$ cat src/rtl/dmni_mem_arbiter.sv
// Round-robin arbiter sharing the DMNI memory port between the DMA send (read)
// and receive (write) channels, with a bounded burst length per grant.
module dmni_mem_arbiter #(
    parameter int unsigned BURST_LEN = 8,
    parameter bit          RCV_FIRST = 1'b1
) (
    input  logic        clk_i,
    input  logic        rst_ni,
    input  logic        snd_req_i,
    input  logic [31:0] snd_addr_i,
    output logic        snd_gnt_o,
    output logic        snd_rvalid_o,
    output logic [31:0] snd_rdata_o,
    input  logic        rcv_req_i,
    input  logic [3:0]  rcv_we_i,
    input  logic [31:0] rcv_addr_i,
    input  logic [31:0] rcv_data_i,
    output logic        rcv_gnt_o,
    output logic        mem_en_o,
    output logic [3:0]  mem_we_o,
    output logic [31:0] mem_addr_o,
    output logic [31:0] mem_data_o,
    input  logic [31:0] mem_data_i
);

    localparam int unsigned      CNT_W    = (BURST_LEN > 8) ? $clog2(BURST_LEN) : 3;
    localparam logic [CNT_W-1:0] CNT_LAST = CNT_W'(BURST_LEN - 1);

    typedef enum logic [1:0] {
        ST_IDLE = 2'd0,
        ST_SND  = 2'd1,
        ST_RCV  = 2'd2
    } state_t;

    state_t           r_state;
    state_t           w_state_nxt;
    logic [CNT_W-1:0] r_cnt;
    logic [CNT_W-1:0] w_cnt_nxt;
    logic             r_last_rcv;
    logic             w_last_rcv_nxt;
    logic             r_snd_rvalid;
    logic             w_snd_gnt;
    logic             w_rcv_gnt;

    assign w_snd_gnt = (r_state == ST_SND) & snd_req_i;
    assign w_rcv_gnt = (r_state == ST_RCV) & rcv_req_i;

    always_ff @(posedge clk_i or negedge rst_ni) begin
        if (!rst_ni) begin
            r_state      <= ST_IDLE;
            r_cnt        <= '0;
            r_last_rcv   <= ~RCV_FIRST;
            r_snd_rvalid <= 1'b0;
        end else begin
            r_state      <= w_state_nxt;
            r_cnt        <= w_cnt_nxt;
            r_last_rcv   <= w_last_rcv_nxt;
            r_snd_rvalid <= w_snd_gnt;
        end
    end

    // A burst-expiry hand-over passes through IDLE with last_owner updated, so
    // IDLE picks the waiting channel next cycle; that is the one-cycle switch gap.
    always_comb begin
        w_state_nxt    = r_state;
        w_cnt_nxt      = r_cnt;
        w_last_rcv_nxt = r_last_rcv;
        unique case (r_state)
            ST_IDLE: begin
                w_cnt_nxt = '0;
                if (snd_req_i && rcv_req_i) begin
                    w_state_nxt = r_last_rcv ? ST_SND : ST_RCV;
                end else if (snd_req_i) begin
                    w_state_nxt = ST_SND;
                end else if (rcv_req_i) begin
                    w_state_nxt = ST_RCV;
                end
            end
            ST_SND: begin
                if (!snd_req_i) begin
                    w_cnt_nxt      = '0;
                    w_last_rcv_nxt = 1'b0;
                    w_state_nxt    = rcv_req_i ? ST_RCV : ST_IDLE;
                end else if (r_cnt == CNT_LAST) begin
                    w_cnt_nxt = '0;
                    if (rcv_req_i) begin
                        w_last_rcv_nxt = 1'b0;
                        w_state_nxt    = ST_IDLE;
                    end
                end else begin
                    w_cnt_nxt = r_cnt + 1'b1;
                end
            end
            ST_RCV: begin
                if (!rcv_req_i) begin
                    w_cnt_nxt      = '0;
                    w_last_rcv_nxt = 1'b1;
                    w_state_nxt    = snd_req_i ? ST_SND : ST_IDLE;
                end else if (r_cnt == CNT_LAST) begin
                    w_cnt_nxt = '0;
                    if (snd_req_i) begin
                        w_last_rcv_nxt = 1'b1;
                        w_state_nxt    = ST_IDLE;
                    end
                end else begin
                    w_cnt_nxt = r_cnt + 1'b1;
                end
            end
            default: begin
                w_state_nxt = ST_IDLE;
                w_cnt_nxt   = '0;
            end
        endcase
    end

    assign snd_gnt_o    = w_snd_gnt;
    assign rcv_gnt_o    = w_rcv_gnt;
    assign snd_rvalid_o = r_snd_rvalid;
    assign snd_rdata_o  = mem_data_i;

    assign mem_en_o   = w_snd_gnt | w_rcv_gnt;
    assign mem_we_o   = w_rcv_gnt ? rcv_we_i : 4'b0000;
    assign mem_addr_o = (r_state == ST_SND) ? snd_addr_i : rcv_addr_i;
    assign mem_data_o = rcv_data_i;

endmodule

$ cat config.mk
export PLATFORM = sky130hd
export DESIGN_NAME = dmni_mem_arbiter
export DESIGN_NICKNAME = d
export VERILOG_FILES = /design/src/rtl/dmni_mem_arbiter.sv
export SDC_FILE = /design/constraint.sdc
export NUM_CORES = 1
export LEC_CHECK = 0
export ABC_CLOCK_PERIOD_IN_PS = 2200
export CORE_AREA = 4 4 90 92
export CTS_CLUSTER_SIZE = 12
export DETAILED_ROUTE_END_ITERATION = 8
export DIE_AREA = 0 0 94 96
export GPL_TIMING_DRIVEN = 0
export HOLD_SLACK_MARGIN = 0.15
export PLACE_DENSITY_LB_ADDON = 0.05
export SYNTH_ARGS = -nofsm -noshare
export SYNTH_HDL_FRONTEND = slang
export SYNTH_SLANG_ARGS = --single-unit
$ cat constraint.sdc
create_clock -name clk_i -period 2.2 [get_ports clk_i]
set_input_delay 0.44 -clock clk_i [delete_from_list [all_inputs] [get_ports clk_i]]
set_output_delay 0.44 -clock clk_i [all_outputs]
set_load 0.05 [all_outputs]
==> results of run 1 <==
-- cells by family (layout without fill, tap and decap cells) --
family / after synthesis / count (layout) / synth area share [%]
compound gates: 5 / 5 / 3.40
simple gates: 20 / 20 / 8.77
flops: 7 / 7 / 13.2
buf+inv: 70 / 250 / 38.8
fa+ha+maj: 6 / 6 / 5.66
mux: 35 / 35 / 30.2
-- sequential cells by signal, indices dropped and copies added, names as in the netlist --
| name | cells |
|---|---|
| r_last_rcv | 1 |
| r_state | 2 |
| snd_rvalid_o | 1 |
| r_cnt | 3 |
-- power breakdown --
group / total, W / internal, W / switching [W]
registers: 0.000196 / 0.000167 / 0.0000289
clock network: 0.000182 / 0.000125 / 0.0000569
logic: 0.00222 / 0.000923 / 0.00130
-- area by class of cell --
| type | count | area (µm²) |
|---|---|---|
| Buffer | 68 | 537 |
| Clock buffer | 4 | 45.0 |
| Fill cell | 760 | 4020 |
| Inverter | 2 | 7.51 |
| Multi-Input combinational cell | 66 | 639 |
| Sequential cell | 7 | 175 |
| Tap cell | 99 | 124 |
| Timing Repair Buffer | 176 | 1670 |
-- placed cells by master (no fill, tap or decap), drive strengths merged --
cell type / Yosys / routed
and3: 5 / 5
or2: 1 / 1
dlygate4sd2: 0 / 1
nand3b: 1 / 1
ha: 6 / 6
nor3: 1 / 1
nand2: 5 / 5
nor2b: 2 / 2
dfrtp: 7 / 7
nor2: 1 / 1
nand2b: 1 / 1
buf: 68 / 100
clkdlybuf4s50: 0 / 135
nor3b: 1 / 1
inv: 2 / 2
mux2i: 1 / 1
a21oi: 1 / 1
and2: 2 / 2
clkdlybuf4s15: 0 / 2
o21ai: 3 / 3
mux2: 34 / 34
a22oi: 1 / 1
clkbuf: 0 / 10
-- timing repair --
action	in CTS	in global routing
setup endpoints to repair	39	39
pin swaps	0	0
gates resized for setup	201	27
buffers inserted	0	1
-- final timing paths --
kind,slack (ns),to,cells after the start,from
max,0.05,mem_addr_o[4],6,r_state[1]
min,0.45,r_cnt[0],1,r_cnt[0]
max reg2reg,0.58,r_state[1],6,r_state[1]
min reg2reg,0.45,r_cnt[0],1,r_cnt[0]
max in group asynchronous,1.49,r_state[0],1,rst_ni
min in group asynchronous,0.47,r_cnt[0],1,rst_ni
-- stage by stage --
step / instance area, µm² / hold WS (ns)
after detailed placement: 3200 / 0.430
after global placement: 3200 / 0.433
after CTS: 3180 / 0.441
final: 3200 / 0.447
after global routing: 3200 / 0.470
after floorplan: 1330 / 0.144
-- metal layers --
layer  global-route usage, %  up-vias  share of wire (%)
met5                       0        -                  0
met4                    2.65        0               0.86
met3                    5.24        6                 13
met2                    24.2      106                 59
met1                    11.1      713                 27
li1                        -      773                  -
-- critical path, stage by stage, from the launching register on --
cell and delay, ns:
sky130_fd_sc_hd__dfrtp_1 0.40, sky130_fd_sc_hd__inv_1 0.09, sky130_fd_sc_hd__ha_1 0.16, sky130_fd_sc_hd__buf_6 0.15
sky130_fd_sc_hd__buf_8 0.14, sky130_fd_sc_hd__mux2_2 0.33, sky130_fd_sc_hd__buf_2 0.22
==> results.txt, run 1 <==
The number of global-route vias before repair was 1758. The worst path needs 2.15 ns of the cycle, external delays included. The critical path is of the reg2out type.

The share of cells above drive strength 1 is 46.7%. Final non-filler cell total: 422. Of all flip-flops after synthesis, the portion carrying an async set or reset was 100%. At the end of the flow, the number of nets in the layout was 466. The least setup slack across all paths after layout is 0.0476 ns, and the area growth from synthesis to layout is 141%.

The floorplan step defined a core boundary enclosing 7210 µm². Across the VDD grid, the largest voltage drop is 368 µV. Via density per instance: 3.79. The flow ran to the end, and the final reports show no timing, DRC or antenna violations.

Clock tree synthesis inserted a total of 3 buffers. The most common cell in the synthesized netlist is sky130_fd_sc_hd__buf_4. Power comes to 0.00260 W. For the count of antenna diodes in the layout, the log shows 0.

From bottom edge to top edge, the die measures 96 µm. By area the synthesized netlist is led by sky130_fd_sc_hd__buf_4 36%, sky130_fd_sc_hd__mux2_2 27%, sky130_fd_sc_hd__dfrtp_1 13%. Dividing the final minimum period by the clock period gives 97.8%. After clock tree synthesis, the clock-pin slew on the worst setup and hold paths is 0.04 ns. Entering global routing, the biggest net connects 11 pins.

The largest driver fanout on the critical path is 10, and the level count of the clock H-tree is 1. The run gives 0 as the residual antenna-violating net count after detailed routing. The clock reaches the later pin of the worst-skew pair after 0.23 ns. In this run, synthesis inferred 0 flip-flops with an integrated enable. Detailed placement finished with a half-perimeter wire length of 5680 µm. The synthesized design devotes to its leading area cell type 36.2% of total area. Setup repair after global routing could not meet its margin everywhere. The tools report the type of element capturing the critical path as a primary output. For this configuration, the core starts out at a cell density of 18.4%. The cell type with the largest total area after synthesis is sky130_fd_sc_hd__buf_4. Power spread over the standard cell area amounts to 814 nW/µm². The number of warnings reported in the yosys synthesis log is 0.

The logs give 0 ns for the final-layout setup total negative slack and 65.2% for the worst-case headroom to the max-slew limit. The quantity of hold-fixing buffers added after cts is 0, and the detailed router's first-iteration violation count is 17. The average wire per standard cell is 14.4 µm, and the count of port buffers added during placement is 175. Sequential cells were found to cover 13.2% of the synthesized design area.

The register bit count reported by yosys came out at 7. The number of optimization iterations in the first detailed-route pass is 2, and the fraction of the core area covered by cells at the end of the flow is 44.3%. The tools report the kind of start point of the critical path as a register. STA puts the critical path data required time at 1.76 ns. TritonCTS built the clock tree.

The first global-routing pass estimated 8590 µm of wire. The tools report the number of antenna violations at the first check in global routing as 0. The width of the die came out at 94 µm. Timing analysis after detailed placement gives a worst setup slack of -0.484 ns. The die covers 9020 µm². The final route contains 1598 vias.

The logs give 0.746 for the final weighted congestion of routability-driven global placement and 1.45 nW for the leakage power of the design. The number of nets handed over by synthesis was 285. The number of sinks on the clock net came out at 7.

The maximum count of clock buffers along a single path was 2; the mean post-synth cell area was 9.27 µm². The class of the tightest hold or removal check is reg2reg. For the number of distinct library cell variants in the gate-level netlist after synthesis, the log shows 23. The flip-flop cell with the highest count after synthesis is sky130_fd_sc_hd__dfrtp_1.

The endpoint arrival time on the critical path is 1.71 ns, and the measured slew at the worst slew-check pin is 0.521 ns. Total global-route track usage: 12.0%. Setup violations remaining at the end of the flow were counted as 0. The residual overflow from global routing was 0.

After detailed routing, the number of remaining DRC violations is 0. For the number of maximum-capacitance constraint violations, the log shows 0. Final worst clock skew: 0.00243 ns. The hold violation total from the final report was 0; the synthesized instance count was 143. For the count of boundary I/O pins, the log shows 240. By count the netlist is led by 64 x sky130_fd_sc_hd__buf_4, 32 x sky130_fd_sc_hd__mux2_2, 7 x sky130_fd_sc_hd__dfrtp_1. The number of max-slew violations in the final report is 0, and the top achievable clock speed is 0.465 GHz. Once placement completed, the tool counted placed cells totaling 417. The netlist area before placement came out at 1330 µm².

Summed over all layers, the routed wires come to 6070 µm. The tree is rooted in a sky130_fd_sc_hd__clkbuf_8. The floorplan has 31 rows.
(Power assumes the default switching activity.)
==> run 2, diff against run 1 <==
--- a/config.mk
+++ b/config.mk
@@ -10,7 +10,7 @@
 export CTS_CLUSTER_SIZE = 12
 export DETAILED_ROUTE_END_ITERATION = 8
 export DIE_AREA = 0 0 94 96
-export GPL_TIMING_DRIVEN = 0
+export GPL_TIMING_DRIVEN = 1
 export HOLD_SLACK_MARGIN = 0.15
 export PLACE_DENSITY_LB_ADDON = 0.05
 export SYNTH_ARGS = -nofsm -noshare
==> results.txt, run 2 (synthesis gave the netlist of run 1 again) <==
The hold violation total from the final report was 0 (unchanged). Leaving out fill and tap cells, the most frequent cell in the layout is sky130_fd_sc_hd__clkdlybuf4s50_1. The largest driver fanout on the critical path came out at 17 (+7).

The via density per instance is 3.95 (+4.4%), and the hold path depth is 1 (unchanged). The clock-pin slew on the worst setup and hold paths was 0.04 ns (about the same); the final non-filler cell total was 294 (-30%). The tools report the level count of the clock H-tree as 1 (unchanged). The number of fillers in the final layout came out at 732 (-3.7%).

The cell sitting at the root of the clock tree is a sky130_fd_sc_hd__clkbuf_8. The run gives 0.434 ns (-0.0131 ns) as the final-layout worst hold slack. The run gives 3 (unchanged) as the number of buffers inserted during clock tree synthesis. For the final-layout setup total negative slack, the log shows 0 ns (unchanged). The shortest period the worst path allows is 2.11 ns (-0.0432 ns). Worst-case headroom to the max-slew limit: 66.7% (+1.6 points). In the final layout, the registers with the most flip-flops are r_cnt (3), r_state (2). The logs give 1.67 ns (-0.04 ns) for the endpoint arrival time on the critical path and 0.740 (-0.86%) for the final weighted congestion of routability-driven global placement. More flip-flops sit in one register than any other, and that register is r_cnt.

For the area used by sequential logic in the layout, the log shows 175 µm² (unchanged). TritonCTS built the clock tree. The run gives 402 µV (+9.2%) as the peak ir drop on the vdd network. Maximum number of pins on one net before global-route repair: 35 (+24). The most critical setup path has its startpoint at r_state[1]. STA classifies the critical path endpoint as a primary output. The tools report the placeable core region as 7210 µm² (unchanged). The worst register-to-register path begins at r_state[1].

The kind of start point of the critical path was a register. Post-detailed-placement cell area: 2480 µm² (-23%). The width of the die is 94 µm (unchanged), and the total area of multi-input combinational cells is 652 µm² (+2.0%). The global-route wire length before repair is 6880 µm (-20%), and the floorplan die area is 9020 µm² (unchanged). The residual overflow from global routing came out at 0 (unchanged). The number of optimization iterations in the first detailed-route pass is 2 (unchanged), and the number of antenna violations at the first check in global routing is 0 (unchanged). The run gives 0 (unchanged) as the count of antenna diodes in the layout. The run finished with clean final reports.

The setup-violating endpoint count in the final report is 0 (unchanged), and the wire length reported by the detailed router is 4900 µm (-19%). For the reg-to-reg setup timing slack, the log shows 0.41 ns (-0.17 ns). The top achievable clock speed was 0.474 GHz (+2.0%).

Setup repair after global routing left no endpoint under its margin. The share of the cycle needed by the critical path after routing was 95.9% (-2.0 points); the depth of the worst register-to-register path was 8 (+2). The total half-perimeter wirelength after legalization and detailed placement was 4310 µm (-24%); the number of global-route vias before repair was 1376 (-22%). The initial core utilization is 18.4% (unchanged), and the area growth from synthesis to layout is 94.0%.

The number of sinks on the clock net was 7 (unchanged); the average wire per standard cell was 16.7 µm (+16%). The critical path data required time was 1.76 ns (about the same); the number of placement rows was 31 (unchanged). The tools report the leakage power of the design as 1.06 nW (-27%). The path type of the worst setup path is reg2out. Class of the tightest hold or removal check: reg2reg.

The total global-route track usage is 9.79% (-2.2 points). The fraction of the core area covered by cells at the end of the flow was 35.7% (-8.7 points); the area of all placed cells without fillers was 2570 µm² (-20%). Chip height: 96 µm (unchanged). The share of cells above drive strength 1 is 45.1% (-1.6 points). The residual antenna-violating net count after detailed routing is 0 (unchanged), and the count of port buffers added during placement is 111 (-37%).

The detailed router's first-iteration violation count was 10 (-7). The measured slew at the worst slew-check pin came out at 0.497 ns (-0.0233 ns). The critical path ends at mem_en_o. The source-to-sink clock delay at the later pin of the worst-skew pair is 0.23 ns (about the same). The logs give 240 (unchanged) for the count of boundary I/O pins and 1162 (-27%) for the total number of vias. Flip-flop count of the largest register, all copies and words added: 3 (unchanged). The tools report the number of max-slew violations in the final report as 0 (unchanged). In this run the critical register-to-register path is captured at r_state[1]. The logs give 0 (unchanged) for the number of maximum-capacitance constraint violations and 0.000659 ns (-0.00177 ns) for the final worst clock skew. The instance count after placement with tap cells included is 288 (-31%), and the number of DRC violations after detailed routing is 0 (unchanged).

The maximum count of clock buffers along a single path was 2 (unchanged); the final layout net count was 338 (-27%). In the layout the commonest cells are 72 x sky130_fd_sc_hd__clkdlybuf4s50_1, 40 x sky130_fd_sc_hd__buf_12, 32 x sky130_fd_sc_hd__mux2_2. The power density relative to cell area was 1060 nW/µm² (+31%).
run 2: where the power goes:
part	internal [W]	switching [W]
registers	0.000167	0.0000331
clock network	0.000125	0.0000568
logic	0.00120	0.00115
total	0.00150	0.00124
run 2: repair_timing:
action / 4_1_cts / 5_1_grt
hold buffers: 0 / 0
gates resized for setup: 0 / 3
endpoints found under the setup margin: 0 / 33
setup buffers: 0 / 1
run 2: metrics by stage:
step | setup slack, ns | total power (W)
3_3_place_gp | 0.180 | 0.00249
4_1_cts | 0.0189 | 0.00270
6_report | 0.0908 | 0.00274
5_1_grt | 0.00285 | 0.00288
2_1_floorplan | 0.372 | 0.00173
3_5_place_dp | 0.167 | 0.00251
run 2: how the worst min path moves through the flow:
stage	slack, ns	end	startpoint
after global routing	0.47	r_cnt[0]	r_cnt[0]
after CTS	0.44	r_cnt[0]	r_cnt[0]
final	0.43	r_cnt[0]	r_cnt[0]
after global placement	0.43	r_cnt[0]	r_cnt[0]
after floorplan	0.14	r_cnt[0]	rst_ni
after detailed placement	0.43	r_cnt[0]	r_cnt[0]
run 2: layout make-up:
class	count	share of cell area, %
well taps	99	4.82
multi-input cells	66	25.3
repair buffers	116	61.0
inverters	2	0.292
flip-flops and latches	7	6.81
clock buffers	4	1.75
run 2: worst max-delay path, cell delays in order (launching register included):
cell and delay [ns]:
sky130_fd_sc_hd__dfrtp_1 0.38, sky130_fd_sc_hd__inv_1 0.10, sky130_fd_sc_hd__ha_4 0.19, sky130_fd_sc_hd__buf_12 0.15
sky130_fd_sc_hd__and2_4 0.14, sky130_fd_sc_hd__or2_2 0.31, sky130_fd_sc_hd__buf_12 0.16
run 2: metal layers:
layer	vias to the layer above	track usage, %	share of wire (%)
met4	0	3.97	1.6
met1	533	8.97	30
li1	515	-	-
met5	-	0	0
met2	96	17.2	53
met3	18	6.41	15
==> run 3, diff against run 2 <==
--- a/config.mk
+++ b/config.mk
@@ -6,10 +6,13 @@
 export NUM_CORES = 1
 export LEC_CHECK = 0
 export ABC_CLOCK_PERIOD_IN_PS = 2200
-export CORE_AREA = 4 4 90 92
+export CELL_PAD_IN_SITES_DETAIL_PLACEMENT = 1
+export CELL_PAD_IN_SITES_GLOBAL_PLACEMENT = 1
+export CORE_ASPECT_RATIO = 2
+export CORE_MARGIN = 4
+export CORE_UTILIZATION = 12
 export CTS_CLUSTER_SIZE = 12
 export DETAILED_ROUTE_END_ITERATION = 8
-export DIE_AREA = 0 0 94 96
 export GPL_TIMING_DRIVEN = 1
 export HOLD_SLACK_MARGIN = 0.15
 export PLACE_DENSITY_LB_ADDON = 0.05
==> results.txt, run 3 (synthesis gave the netlist of run 1 again) <==
The flow ran to the end, and the final reports show no timing, DRC or antenna violations. Floorplan die area: 12900 µm² (+43%). Number of sinks on the clock net: 7 (unchanged).

The run gives 1530 (+11%) as the number of global-route vias before repair. The residual antenna-violating net count after detailed routing was 0 (unchanged). Hold path depth: 1 (unchanged).

The origin of the worst min-delay path was r_cnt[0]. The cell with the biggest individual delay on the critical path was sky130_fd_sc_hd__dfrtp_1. The placeable core region was 10900 µm² (+51%). Walking the worst path, the cells encountered are inv_1 > ha_1 > and2_4 > or2_2 > buf_12. The logs give 447 µV (+11%) for the peak ir drop on the vdd network and 0 ns (unchanged) for the final-layout setup total negative slack. The number of maximum-capacitance constraint violations is 0 (unchanged). The hold violation total from the final report came out at 0 (unchanged). The shortest period the worst path allows works out to 2.13 ns (+0.0240 ns). The instance count after placement with tap cells included is 331 (+15%). In this run the critical register-to-register path is launched from r_state[1]. The power density relative to cell area was 1100 nW/µm² (+3.3%). The tools report the end of the worst hold path as r_cnt[0]. The tools report the total area of multi-input combinational cells as 649 µm² (-0.38%). The maximum number of pins on one net before global-route repair was 16 (-54%); the clock-pin slew on the worst setup and hold paths was 0.04 ns (about the same).

The via density per instance was 3.55 (-10%); the detailed router's first-iteration violation count was 6 (-4). The number of placement rows was 54 (+74%); the maximum count of clock buffers along a single path was 2 (unchanged). The kind of start point of the critical path is a register. For the endpoint arrival time on the critical path, the log shows 1.69 ns (+0.02 ns). In the final layout, the registers with the most flip-flops are r_cnt (3), r_state (2). The run gives 0 (unchanged) as the setup-violating endpoint count in the final report. The share of the cycle needed by the critical path after routing works out to 97.0% (+1.1 points). The logs give 0.00353 ns (+0.00287 ns) for the final worst clock skew and 1224 (+67%) for the number of fillers in the final layout. The run gives 0.168 ns (+0.00100 ns) as the pre-CTS setup slack.

The count of boundary I/O pins is 240 (unchanged). The endpoint identified for the worst register-to-register timing path is r_state[1]. Global-route wire length before repair: 8490 µm (+23%). Counting flops per register, the top entry is r_cnt. The total number of vias was 1196 (+2.9%); the total global-route track usage was 9.10% (-0.69 points). The least setup slack across all paths after layout is 0.0668 ns (-0.0240 ns), and the share of cells above drive strength 1 is 45.7% (+0.56 points). Number of max-slew violations in the final report: 0 (unchanged). Number of buffers inserted during clock tree synthesis: 3 (unchanged). The tools report the top achievable clock speed as 0.469 GHz (-1.1%). The critical path is of the reg2out type.

The tools report the final non-filler cell total as 337 (+15%). TritonCTS built the clock tree. Leaving out fill and tap cells, the most frequent cells in the layout are 72 x sky130_fd_sc_hd__clkdlybuf4s50_1, 40 x sky130_fd_sc_hd__buf_12, 32 x sky130_fd_sc_hd__mux2_2. The flip-flop count of the largest register, all copies and words added is 3 (unchanged). The reg-to-reg setup timing slack was 0.40 ns (about the same); the number of antenna violations at the first check in global routing was 0 (unchanged).

The run gives 1 (unchanged) as the level count of the clock H-tree. The count of port buffers added during placement was 111 (unchanged); the residual overflow from global routing was 0 (unchanged). Total half-perimeter wirelength after legalization and detailed placement: 5120 µm (+19%).

The final-layout worst hold slack was 0.437 ns (+0.00341 ns). The critical path data required time was 1.76 ns (about the same); the final weighted congestion of routability-driven global placement was 0.731 (-1.3%). The width of the die is 82.3 µm (-12%). Worst-case headroom to the max-slew limit: 67.2% (+0.50 points). The chip height is 157 µm (+63%).

Setup repair after global routing left no endpoint under its margin. For the area used by sequential logic in the layout, the log shows 175 µm² (unchanged). The most common library cell in the layout ignoring fill and taps is sky130_fd_sc_hd__clkdlybuf4s50_1. For the wire length reported by the detailed router, the log shows 5780 µm (+18%). The number of DRC violations after detailed routing was 0 (unchanged).

The count of antenna diodes in the layout is 0 (unchanged). The largest driver fanout on the critical path was 3 (-14). The highest cell delay on the worst timing path was 0.41 ns (+0.03 ns); the quantity of hold-fixing buffers added after cts was 0 (unchanged). From synthesis to final layout, the design area changed by 102%. The source-to-sink clock delay at the later pin of the worst-skew pair is 0.23 ns (about the same). The average wire per standard cell was 17.1 µm (+2.9%).

The number of optimization iterations in the first detailed-route pass is 2 (unchanged). The worst setup path is captured at a primary output. The tools report the final layout net count as 340 (+0.59%). The tree is rooted in a sky130_fd_sc_hd__clkbuf_16. The leakage power of the design was 1.09 nW (+2.6%); the initial core utilization was 12.2% (-6.2 points). Fraction of the core area covered by cells at the end of the flow: 24.6% (-11 points).

The depth of the worst register-to-register path is 8 (unchanged), and the measured slew at the worst slew-check pin is 0.490 ns (-0.00751 ns). In this run the worst hold path is classified as reg2reg.
-- run 3: cell types whose count changed in the layout (fill, tap and decap cells not counted), sizes merged --
cell and delta:
buf +3, clkbuf -1
-- run 3: final cells by class --
class,instances,share of cell area (%)
Clock buffer,4,2.95
Inverter,2,0.281
Multi-Input combinational cell,66,24.3
Sequential cell,7,6.55
Tap cell,140,6.55
Timing Repair Buffer,118,59.4
-- run 3: worst max-delay path by stage --
stage,start,slack [ns],end
final,r_state[0],0.07,mem_en_o
after global routing,r_state[0],0.02,mem_en_o
after CTS,r_state[1],0.02,mem_addr_o[31]
after detailed placement,snd_req_i,0.17,mem_en_o
after global placement,snd_req_i,0.19,mem_en_o
after floorplan,r_state[1],0.37,mem_addr_o[10]
-- run 3: repair_timing --
action / 4_1_cts / 5_1_grt
gates resized for setup: 3 / 1
buffers inserted: 0 / 1
gates cloned: 1 / 0
endpoints found under the setup margin: 1 / 15
-- run 3: power by group --
| part | internal [W] | switching (W) | leakage (nW) |
|---|---|---|---|
| sequential | 0.000167 | 0.0000358 | 0.0934 |
| clock | 0.000241 | 0.0000669 | 0.0382 |
| combinational | 0.00123 | 0.00120 | 0.956 |
-- run 3: critical path: cells and delay by family, from the launching register on --
family        cells  cell delay (ns)
simple gates      2             0.53
flops             1             0.41
buf+inv           2             0.27
fa+ha+maj         1             0.24
-- run 3: metal layers --
layer / GRT usage (%) / wire length, µm / up-vias
li1: - / - / 519
met1: 6.17 / 1320 / 566
met2: 19.6 / 3870 / 103
met3: 4.55 / 571 / 8
met4: 1.98 / 25 / 0
met5: 0 / 0 / -
-- run 3: through the flow --
stage / cell area, µm² / power [W]
after floorplan: 1330 / 0.00173
after global placement: 2550 / 0.00256
after detailed placement: 2550 / 0.00258
after CTS: 2670 / 0.00299
after global routing: 2670 / 0.00308
final: 2670 / 0.00294
